<file path="src/rtl/manual_drive_fsm_pkg.sv">
// manual_drive_fsm_pkg: state encodings, mode constant, answer bit indices and default thresholds
package manual_drive_fsm_pkg;
    typedef enum logic [3:0] {
        NOT_STARTING = 4'b0001,
        STARTING     = 4'b0010,
        MOVING       = 4'b0100,
        POWER_OFF    = 4'b1000
    } state_t;
    localparam logic [1:0] MODE_MANUAL = 2'b01;
    localparam int ANS_LEFT  = 3;
    localparam int ANS_RIGHT = 2;
    localparam int ANS_BACK  = 1;
    localparam int ANS_FWD   = 0;
    localparam int DEF_PWR_ON_TICKS = 2;
    localparam int DEF_IDLE_TICKS   = 20;
endpackage

</file>
<file path="src/rtl/manual_drive_fsm_button_hold_detect.sv">
// button_hold_detect: pulses while level has been high for N consecutive enabled ticks
module button_hold_detect #(
    parameter int N = 2
) (
    input  logic clk_2hz,
    input  logic rst,
    input  logic en,
    input  logic level,
    output logic pulse
);
    localparam int W = $clog2(N + 1);
    logic [W-1:0] cnt;
    assign pulse = en && level && cnt == W'(N - 1);
    // count consecutive high ticks, saturate once the threshold is reached, clear on release
    always_ff @(posedge clk_2hz or negedge rst) begin
        if (!rst) cnt <= '0;
        else if (en) cnt <= !level ? '0 : pulse ? cnt : cnt + 1'b1;
    end
endmodule

</file>
<file path="src/rtl/manual_drive_fsm.sv">
// manual_drive_fsm: manual-driving car controller with power, gear and idle supervision
module manual_drive_fsm
    import manual_drive_fsm_pkg::*;
#(
    parameter int PWR_ON_TICKS = DEF_PWR_ON_TICKS,
    parameter int IDLE_TICKS   = DEF_IDLE_TICKS
) (
    input  logic        clk_2hz,
    input  logic        rst,
    input  logic [1:0]  module_choose,
    input  logic        power_on_btn,
    input  logic        power_off_btn,
    input  logic        throttle,
    input  logic        brake,
    input  logic        clutch,
    input  logic        reverse_sw,
    input  logic        left_sw,
    input  logic        right_sw,
    output logic        power_now,
    output logic [3:0]  state,
    output logic [3:0]  answer,
    output logic [15:0] mileage
);
    localparam int IW = $clog2(IDLE_TICKS + 1);
    state_t          cur, nxt;
    logic            latch, latch_nxt, manual, gear_stall, idle, pwr_on, driving;
    logic [IW-1:0]   idle_cnt, idle_inc;
    logic [3:0]      ans_nxt;
    assign state = cur;
    button_hold_detect #(.N(PWR_ON_TICKS)) u_hold (
        .clk_2hz(clk_2hz),
        .rst    (rst),
        .en     (manual),
        .level  (power_on_btn && cur == POWER_OFF),
        .pulse  (pwr_on)
    );
    // next state, gear latch, idle count and answer derived from the current tick's controls
    always_comb begin
        manual     = module_choose == MODE_MANUAL;
        driving    = cur == STARTING || cur == MOVING;
        gear_stall = driving && !clutch && reverse_sw != latch;
        idle       = !(throttle || brake || clutch || left_sw || right_sw);
        idle_inc   = (cur == NOT_STARTING && idle) ? idle_cnt + 1'b1 : '0;
        latch_nxt  = gear_stall ? latch : reverse_sw;
        nxt        = cur;
        if (power_off_btn || gear_stall) nxt = POWER_OFF;
        else case (cur)
            POWER_OFF:    nxt = pwr_on ? NOT_STARTING : POWER_OFF;
            NOT_STARTING: nxt = (throttle && clutch && !brake) ? STARTING :
                                (throttle && !clutch) ? POWER_OFF :
                                (idle_inc == IW'(IDLE_TICKS)) ? POWER_OFF : NOT_STARTING;
            STARTING:     nxt = brake ? NOT_STARTING : (throttle && !clutch) ? MOVING : STARTING;
            MOVING:       nxt = brake ? NOT_STARTING : (clutch || !throttle) ? STARTING : MOVING;
            default:      nxt = POWER_OFF;
        endcase
        ans_nxt            = '0;
        ans_nxt[ANS_LEFT]  = (nxt == STARTING || nxt == MOVING) && left_sw && !right_sw;
        ans_nxt[ANS_RIGHT] = (nxt == STARTING || nxt == MOVING) && right_sw && !left_sw;
        ans_nxt[ANS_BACK]  = nxt == MOVING && latch_nxt;
        ans_nxt[ANS_FWD]   = nxt == MOVING && !latch_nxt;
    end
    // register everything; outside manual mode only answer changes (forced to zero)
    always_ff @(posedge clk_2hz or negedge rst) begin
        if (!rst) begin
            cur       <= POWER_OFF;
            latch     <= 1'b0;
            idle_cnt  <= '0;
            mileage   <= '0;
            power_now <= 1'b0;
            answer    <= '0;
        end else if (manual) begin
            cur       <= nxt;
            latch     <= latch_nxt;
            idle_cnt  <= nxt == NOT_STARTING ? idle_inc : '0;
            mileage   <= nxt == POWER_OFF ? '0 : cur == MOVING ? mileage + 16'd1 : mileage;
            power_now <= nxt != POWER_OFF;
            answer    <= ans_nxt;
        end else begin
            answer    <= '0;
        end
    end
endmodule

</file>
<file path="config.mk">
export PLATFORM = sky130hd
export DESIGN_NAME = manual_drive_fsm
export DESIGN_NICKNAME = d
export VERILOG_FILES = /design/src/rtl/manual_drive_fsm_pkg.sv /design/src/rtl/manual_drive_fsm_button_hold_detect.sv /design/src/rtl/manual_drive_fsm.sv
export SDC_FILE = /design/constraint.sdc
export NUM_CORES = 1
export LEC_CHECK = 0
export CORE_MARGIN = 1.5
export CORE_UTILIZATION = 47
export CTS_CLUSTER_SIZE = 30
export DETAILED_ROUTE_END_ITERATION = 7
export HOLD_SLACK_MARGIN = 0.08
export PLACE_DENSITY = 0.83
export SYNTH_ARGS = -nofsm -noshare
export SYNTH_HDL_FRONTEND = slang
export SYNTH_SLANG_ARGS = --single-unit
</file>
<file path="constraint.sdc">
create_clock -name clk_2hz -period 2.33 [get_ports clk_2hz]
set_clock_uncertainty 0.2 [all_clocks]
set_input_delay 0.233 -clock clk_2hz [delete_from_list [all_inputs] [get_ports clk_2hz]]
set_output_delay 0.233 -clock clk_2hz [all_outputs]
set_load 0.005 [all_outputs]
</file>
==> flow_summary.toml, run 1 <==
[status]
status = "complete, but fails checks"
violations = "negative setup slack"

[yosys]
synthesis.area_um2 = 1950
yosys_warnings = 0
synth-simple-area-share = 0.312
synth-xor-area-share = 0.0180
synth_commonest_cells = "34 x nand2_1, 32 x dfrtp_1, 16 x nand3_1"
ys_top_cells_by_area = "dfrtp_1 41%, nand2_1 6.6%, nand3_1 4.1%"
ys_types = 49
synth_fa_ha_area_frac = 0.0193
async_reset_ff_frac = 1.00
synthMostInstantiatedCell = "nand2_1"
synth_edf_count = 0
synth_largest_area_cell = "dfrtp_1"
synth-compound-area-share = 0.156
ys_seq_elements = 33
yosysSeqAreaShare = 0.425
syn_inst = 216
synth_nets = 231
synth_top_family_by_area = "simple AND/OR/NAND/NOR gates"
synth_top_area_share = 0.411
synth_ff_type = "dfrtp_1"
syn_avg_cell_area_um2 = 9.02
muxShareOfSynthArea = 0.0218

[final_layout]
layoutNonFillerInstCount = 332
fin_nets = 296
syn2layout_area_growth_pct = 42.6
drive_gt1_frac = 0.234
diodes = 0

[routing]
antenna_left = 0
vias_per_cell = 5.89
drc = 0
dr_total_vias = 1955
drt_iter0_markers = 205
dr.pass1.iters = 4
wirelength_um = 5340
drt-wirelength-per-cell_um = 16.1

[cts]
clkTransAtPathRegs_ps = 70
ctsHoldBuffers = 0
clk_latency_ps = 290
cts.htree.levels = 2
numCtsBuffers = 5
clockBufferDepth = 2
root_buffer = "clkbuf_8"
cts_tree = "yes"
clock-sinks = 33

[placed_design]
gp_congestion = 0.822
dpl.hpwl_um = 3480
preCtsSetupSlack_ps = -172
port_buffers = 36
dpl.cell_count = 322

[grt]
antenna_found_initial = 0
grt_max_degree = 34
grt_pass1_wl_um = 8420
first_global_vias = 1878
overflow = 0
grt_usage = 0.252

[floorplan]
initial_utilization = 0.487
die_x_um = 67.4
coreArea_um2 = 4000
die_y_um = 67.4
ios = 37
rows = 23
die-area_um2 = 4540

[critical_path]
crit_fanout = 7
worstPathArrival_ps = 2460
cp_common_cell = "o311ai_4"
cp_top_family = "simple AND/OR/NAND/NOR gates"
max_stage_delay_ps = 520
path_cells = "buf_4 > or4b_1 > o311ai_4 > nand3_2 > nor3_4 > nand2_4 > o311ai_4"
path_buf_inv = 1
cp-end-kind = "register"
crit_required_ps = 2320
critPathSlowestCell = "or4b_1"
rrSetupSlack_ps = -140
criticalPathCategory = "reg2reg"
cp-start-kind = "register"

[job]
cap_viol_max_count = 0

[sta]
fmax_mhz = 404
finalMaxSlewViolations = 0
maxSlewHeadroom = 0.597
setup_violations = 22
tightest_slew_ps = 603
fin_ws_ps = -142
timing.final.crit_share = 1.06
finalHoldViolCount = 0
period_needed_ps = 2470
rsz0062_at_grt = "true"

[power_and_ir_drop]
totalPowerFinal_uw = 1280
powerDensity_nw_per_um2 = 462
p_leak_uw = 0.00116
ir_drop_uv = 414

[min_path]
worstHoldPathType = "in2async"
## layer usage
metal  vias to the layer above  GRT usage  routed length [um]
li1                        934          -                   -
met3                        19     0.0583                 295
met5                         -          0                   0
met1                       920      0.299                2180
met2                        82      0.429                2710
met4                         0      0.117                 152
## final timing paths
kind	startpoint	endpoint	depth (start not counted)
max in group asynchronous	rst	state[3]	2
hold reg to reg	power_now	power_now	2
setup reg to reg	state[2]	mileage[7]	7
min in group clk_2hz	power_now	power_now	2
setup / recovery	state[2]	mileage[7]	7
hold / removal	rst	mileage[10]	2
## cell usage in the layout, fill, tap and decap left out, types with 4 or more instances in the layout
| cell type | instances |
|---|---|
| clkdlybuf4s50_1 | 36 |
| nand2_1 | 34 |
| dfrtp_1 | 32 |
| buf_4 | 32 |
| nand3_1 | 16 |
| nor2_1 | 9 |
| nor3_1 | 8 |
| o21ai_0 | 8 |
| inv_1 | 6 |
| nand4_1 | 6 |
| a21oi_1 | 6 |
| clkbuf_8 | 6 |
| and3_1 | 4 |
| o21ai_1 | 4 |
| o22ai_1 | 4 |
## sequential cells by signal, indices dropped and copies added (netlist names)
register and flops:
power_now 1, u_hold.cnt 2, mileage 16, idle_cnt 5, state 4, answer 4
latch 1
## kinds of logic (layout without fill, tap and decap cells)
| family | after synthesis | count (layout) |
|---|---|---|
| AND/OR/NAND/NOR | 108 | 109 |
| AO/OA/AOI/OAI | 46 | 46 |
| flip-flops | 33 | 33 |
| buffers and inverters | 18 | 83 |
| XOR/XNOR | 4 | 4 |
| multiplexers | 4 | 4 |
| adder cells (fa/ha/maj) | 3 | 3 |
## power by group
part / internal, uW / leakage (uW) / switching, uW
Sequential: 596 / 0.000454 / 18.9
Combinational: 105 / 0.000659 / 118
Clock: 241 / 0.0000455 / 207
Total: 941 / 0.00116 / 344
## final cells by class
type                    instances  area, um^2
fillers                       296        1220
multi-input cells             166        1160
flip-flops and latches         33         827
repair buffers                 69         612
clock buffers                   8        90.1
well taps                      50        62.6
inverters                       6        22.5
## repair_timing
item	in CTS	in global routing
buffers inserted	0	1
gates cloned	0	1
pin swaps	0	6
endpoints found under the setup margin	17	26
gates resized for setup	13	12
## metrics by stage
| step | setup TNS [ps] | utilization | hold WS, ps | instance area (um^2) |
|---|---|---|---|---|
| after CTS | -507 | 0.672 | 151 | 2690 |
| after floorplan | -2010 | - | -263 | 1960 |
| final | -1710 | 0.694 | 137 | 2780 |
| after detailed placement | -2020 | 0.637 | 293 | 2550 |
| after global routing | -3850 | 0.694 | 177 | 2780 |
| after global placement | -1100 | 0.637 | 264 | 2550 |
No activity file was read; power rests on OpenSTA's default activity.
==> run 2: changes to the inputs <==
Settings changed: ABC_AREA set to 1, CORE_UTILIZATION 47 to 56, PLACE_DENSITY 0.83 to 0.84.
Clock period 2.33 ns to 3.14 ns, I/O delays scaled along.
==> flow_summary.toml, run 2 <==
[critical_path]
cp_common_cell = "nand2_1"
cp-start-kind = "register"
worstPathArrival_ps = 2250
cp-end-kind = "register"
path_buf_inv = 1
path_cells = "inv_1 > nand3_2 > nand2_1 > nand3_1 > nand3_2 > nor2_2 > nand2_1 > nor2_2 > nand2_1 > nand2_1"
criticalPathCategory = "reg2reg"
crit_fanout = 11
critPathSlowestCell = "dfstp_2"
max_stage_delay_ps = 560
crit_required_ps = 3170
cp_top_family = "simple AND/OR/NAND/NOR gates"

[grt]
antenna_found_initial = 0
first_global_vias = 1673
grt_usage = 0.237
grt_max_degree = 34
overflow = 0
grt_pass1_wl_um = 7500

[yosys]
syn_inst = 279
ys_types = 37
ys_top_cells_by_area = "dfrtp_1 39%, nand2_1 15%, nor2_1 6.2%"
ys_seq_elements = 33
synthMostInstantiatedCell = "nand2_1"
synth_edf_count = 0
yosys_warnings = 0
synthesis.area_um2 = 2060
async_reset_ff_frac = 1.00
yosysSeqAreaShare = 0.402
synth_top_area_share = 0.389
synth_commonest_cells = "83 x nand2_1, 34 x nor2_1, 32 x dfrtp_1, 32 x inv_1, 19 x nand4_1"
synth_ff_type = "dfrtp_1"
syn_avg_cell_area_um2 = 7.37
synth_largest_area_cell = "dfrtp_1"
synth_nets = 294

[cts]
cts_tree = "yes"
root_buffer = "clkbuf_8"
ctsHoldBuffers = 0
cts_setup_buffers = 0
cts_resized = 0
clkTransAtPathRegs_ps = 60
clockBufferDepth = 2
clock-sinks = 33
numCtsBuffers = 5
cts.htree.levels = 2
clk_latency_ps = 290

[status]
status = "finished clean"

[placed_design]
port_buffers = 36
dpl.cell_count = 358
dpl.hpwl_um = 3240
gp_congestion = 0.878
dpl_cell_area_um2 = 2450

[job]
cap_viol_max_count = 0

[routing]
dr_total_vias = 1900
drt_iter0_markers = 181
drc = 0
dr.pass1.iters = 5
drt-wirelength-per-cell_um = 12.0
wirelength_um = 4380
vias_per_cell = 5.19
antenna_left = 0

[floorplan]
coreArea_um2 = 3440
initial_utilization = 0.598
die_y_um = 63.6
ios = 37
die_x_um = 63.6
die-area_um2 = 4050
rows = 21

[sta]
rsz0062_at_grt = "false"
hold_ws_ps = 227
timing.final.crit_share = 0.709
fmax_mhz = 449
fin_setup_tns_ps = 0
finalMaxSlewViolations = 0
period_needed_ps = 2230
finalHoldViolCount = 0
maxSlewHeadroom = 0.569
tightest_slew_ps = 646
setup_violations = 0

[final_layout]
drive_gt1_frac = 0.0969
largest_reg_flops = 16
top_register = "mileage"
layout_common_cells = "83 x nand2_1, 36 x clkdlybuf4s50_1, 34 x nor2_1, 32 x inv_1, 32 x dfrtp_1"
layoutNonFillerInstCount = 366
mostFrequentLayoutCell = "nand2_1"
reg.largest.list = "mileage (16), idle_cnt (5)"
fin_nets = 334
syn2layout_area_growth_pct = 23.4
diodes = 0
fin_area_um2 = 2540

[power_and_ir_drop]
sw_frac_of_total = 0.276
seq_power_share = 0.505
p_leak_uw = 0.00121
power.internal_uw = 642
power_frac_clock = 0.350
switching_power_uw = 245
ir_drop_uv = 265
comb_power_share = 0.145
powerDensity_nw_per_um2 = 350

[min_path]
worstHoldPathType = "in2async"
[run 2: cell count changes after synthesis, sizes merged, moves of 4 or more]
cell    previous run  this run
a21oi              8         4
and3               4         0
clkbuf             6         2
inv                6        35
nand2             35        88
nand4              6        20
nor2               9        39
nor3              10         5
o22ai              4         0
o311ai             6         0
xnor2              2         6
xor2               2         8
[run 2: path summary, 6_finish.rpt]
check,start,to,slack [ps],cells past startpoint
setup / recovery,state[3],mileage[8],910,10
hold / removal,rst,answer[2],230,2
setup reg to reg,state[3],mileage[8],910,10
hold reg to reg,power_now,power_now,290,2
max in group asynchronous,rst,state[3],2180,2
min in group clk_2hz,power_now,power_now,290,2
[run 2: cells by family (layout without fill, tap and decap cells)]
kind of cell             Yosys count  in the layout  share of synthesized area
flip-flops                        33             33                      0.402
adder cells (fa/ha/maj)            3              3                     0.0183
AND/OR/NAND/NOR                  170            170                      0.384
AO/OA/AOI/OAI                     18             18                     0.0517
XOR/XNOR                          14             14                     0.0596
buffers and inverters             41             82                     0.0839
[run 2: through the flow]
| stage | setup slack, ps | power [uW] | util |
|---|---|---|---|
| floorplan | 1250 | 531 | - |
| detailed placement | 837 | 585 | 0.713 |
| CTS | 928 | 889 | 0.737 |
| finish | 913 | 887 | 0.737 |
| global route | 705 | 923 | 0.737 |
| global placement | 902 | 580 | 0.713 |
[run 2: per-layer routing]
layer,global-route usage,vias to the layer above,wire (um)
met1,0.314,858,2090
li1,-,975,-
met4,0.0761,0,44
met2,0.379,60,2000
met3,0.0607,7,251
met5,0,-,0
[run 2: layout make-up]
type,count,area (um^2)
well taps,46,57.6
clock buffers,6,72.6
inverters,36,138
flip-flops and latches,33,827
fillers,275,905
clock inverters,2,10.0
multi-input cells,205,1060
repair buffers,38,375
[run 2: power groups by stage]
stage / clock [uW] / combinational [uW] / sequential (uW)
after floorplan: 0 / 76.2 / 455
after global placement: 0 / 124 / 456
after detailed placement: 0 / 128 / 456
after CTS: 312 / 129 / 448
after global routing: 331 / 143 / 450
final: 311 / 128 / 448
==> run 3: changes to the inputs <==
Settings changed: CORE_UTILIZATION 56 to 52, PLACE_DENSITY 0.84 to 0.79.
Clock period 3.14 ns to 2.26 ns, I/O delays scaled along.
==> flow_summary.toml, run 3 (synthesized netlist as in run 2, its figures left out) <==
[final_layout]
syn2layout_area_growth_pct = 24.1
reg.largest.list = "mileage (16), idle_cnt (5)"
final_util = 0.687
top_register = "mileage"
mostFrequentLayoutCell = "nand2_1"
layout_common_cells = "83 x nand2_1, 36 x clkdlybuf4s50_1, 34 x nor2_1, 32 x inv_1, 31 x dfrtp_1"
largest_reg_flops = 16
layoutNonFillerInstCount = 370
diodes = 0
drive_gt1_frac = 0.0994
fin_nets = 336

[critical_path]
cp-end-kind = "register"
r2r_start = "state[3]"
crit_required_ps = 2290
ff2ff_path_depth = 10
criticalPathCategory = "reg2reg"
startpoint = "state[3]"
critPathSlowestCell = "dfstp_2"
crit_fanout = 8
cp-start-kind = "register"
rrSetupSlack_ps = 190
r2r_end = "mileage[12]"
path_cells = "nor2_2 > nand3_1 > nand2_1 > nand3_1 > nand3_2 > nor2_2 > nand2_1 > nor2_2 > nand2_1 > nand2_1"
max_stage_delay_ps = 560
cp_common_cell = "nand2_1"
worstPathArrival_ps = 2100
crit_path_end = "mileage[12]"

[status]
status = "finished clean"

[floorplan]
die_y_um = 65.9
coreArea_um2 = 3720
die-area_um2 = 4340
initial_utilization = 0.554
rows = 22
die_x_um = 65.9
ios = 37

[grt]
grt_usage = 0.220
antenna_found_initial = 0
grt_pass1_wl_um = 7330
first_global_vias = 1692
overflow = 0
grt_max_degree = 34

[routing]
drt_iter0_markers = 116
drc = 0
vias_per_cell = 5.12
wirelength_um = 4290
dr.pass1.iters = 4
antenna_left = 0
dr_total_vias = 1894
drt-wirelength-per-cell_um = 11.6

[cts]
clkTransAtPathRegs_ps = 70
numCtsBuffers = 5
clock-sinks = 33
cts.htree.levels = 2
clk_latency_ps = 290
root_buffer = "clkbuf_8"
ctsHoldBuffers = 0
cts_tree = "yes"
clockBufferDepth = 2
cts_setup_buffers = 0

[power_and_ir_drop]
totalPowerFinal_uw = 1220
ir_drop_uv = 425
powerDensity_nw_per_um2 = 478
p_leak_uw = 0.00121

[sta]
finalMaxSlewViolations = 0
finalHoldViolCount = 0
rsz0062_at_grt = "false"
fmax_mhz = 484
period_needed_ps = 2070
maxSlewHeadroom = 0.548
setup_violations = 0
tightest_slew_ps = 677
fin_setup_tns_ps = 0
timing.final.crit_share = 0.914
hold_ws_ps = 144

[placed_design]
gp_congestion = 0.830
port_buffers = 36
dpl.hpwl_um = 3150
dpl.cell_count = 362

[min_path]
worstHoldPathType = "in2async"

[job]
cap_viol_max_count = 0
-- run 3: cell count changes in the layout (fill, tap and decap cells not counted) --
cell | before | now
clkbuf_1 | 1 | 3
clkinv_2 | 2 | 0
dfrtp_1 | 32 | 31
dfrtp_2 | 0 | 1
buf_4 | 2 | 4
-- run 3: how the worst min path moves through the flow --
stage,cells past startpoint,from,endpoint,slack (ps)
after floorplan,0,rst,answer[0],-270
after global placement,2,power_now,power_now,280
after detailed placement,2,power_now,power_now,280
after CTS,2,rst,mileage[8],160
after global routing,2,rst,state[0],200
final,2,rst,state[1],140
-- run 3: layer usage --
metal | GRT usage | vias to the layer above | wire [um]
met5 | 0 | - | 0
met4 | 0.0990 | 0 | 74
met3 | 0.0477 | 8 | 164
met2 | 0.340 | 38 | 1900
met1 | 0.294 | 866 | 2150
li1 | - | 982 | -
-- run 3: timing repair --
action / 4_1_cts / 5_1_grt
resized for setup: 0 / 1
hold endpoints to repair: 0 / 0
endpoints found under the setup margin: 0 / 5
-- run 3: area by class of cell --
class                   count  area [um^2]
flip-flops and latches     33          828
well taps                  48         60.1
clock buffers               8         80.1
multi-input cells         205         1060
fillers                   339         1160
inverters                  36          138
repair buffers             40          390
-- run 3: metrics by stage --
stage	instance area, um^2	worst slack (ps)
after global placement	2470	93.8
after detailed placement	2470	73.1
after global routing	2550	30.8
after CTS	2550	190
final	2550	194
after floorplan	2060	375
-- run 3: report_power, final --
part           leakage, uW  internal, uW  switching (uW)
clock            0.0000395           218             201
sequential        0.000451           609            14.3
combinational     0.000717          71.8             107
-- run 3: critical path, delay by kind of cell, from the launching register on --
kind,cells,cell delay [ps]
DFF,1,560
and+or+nand+nor,10,1240
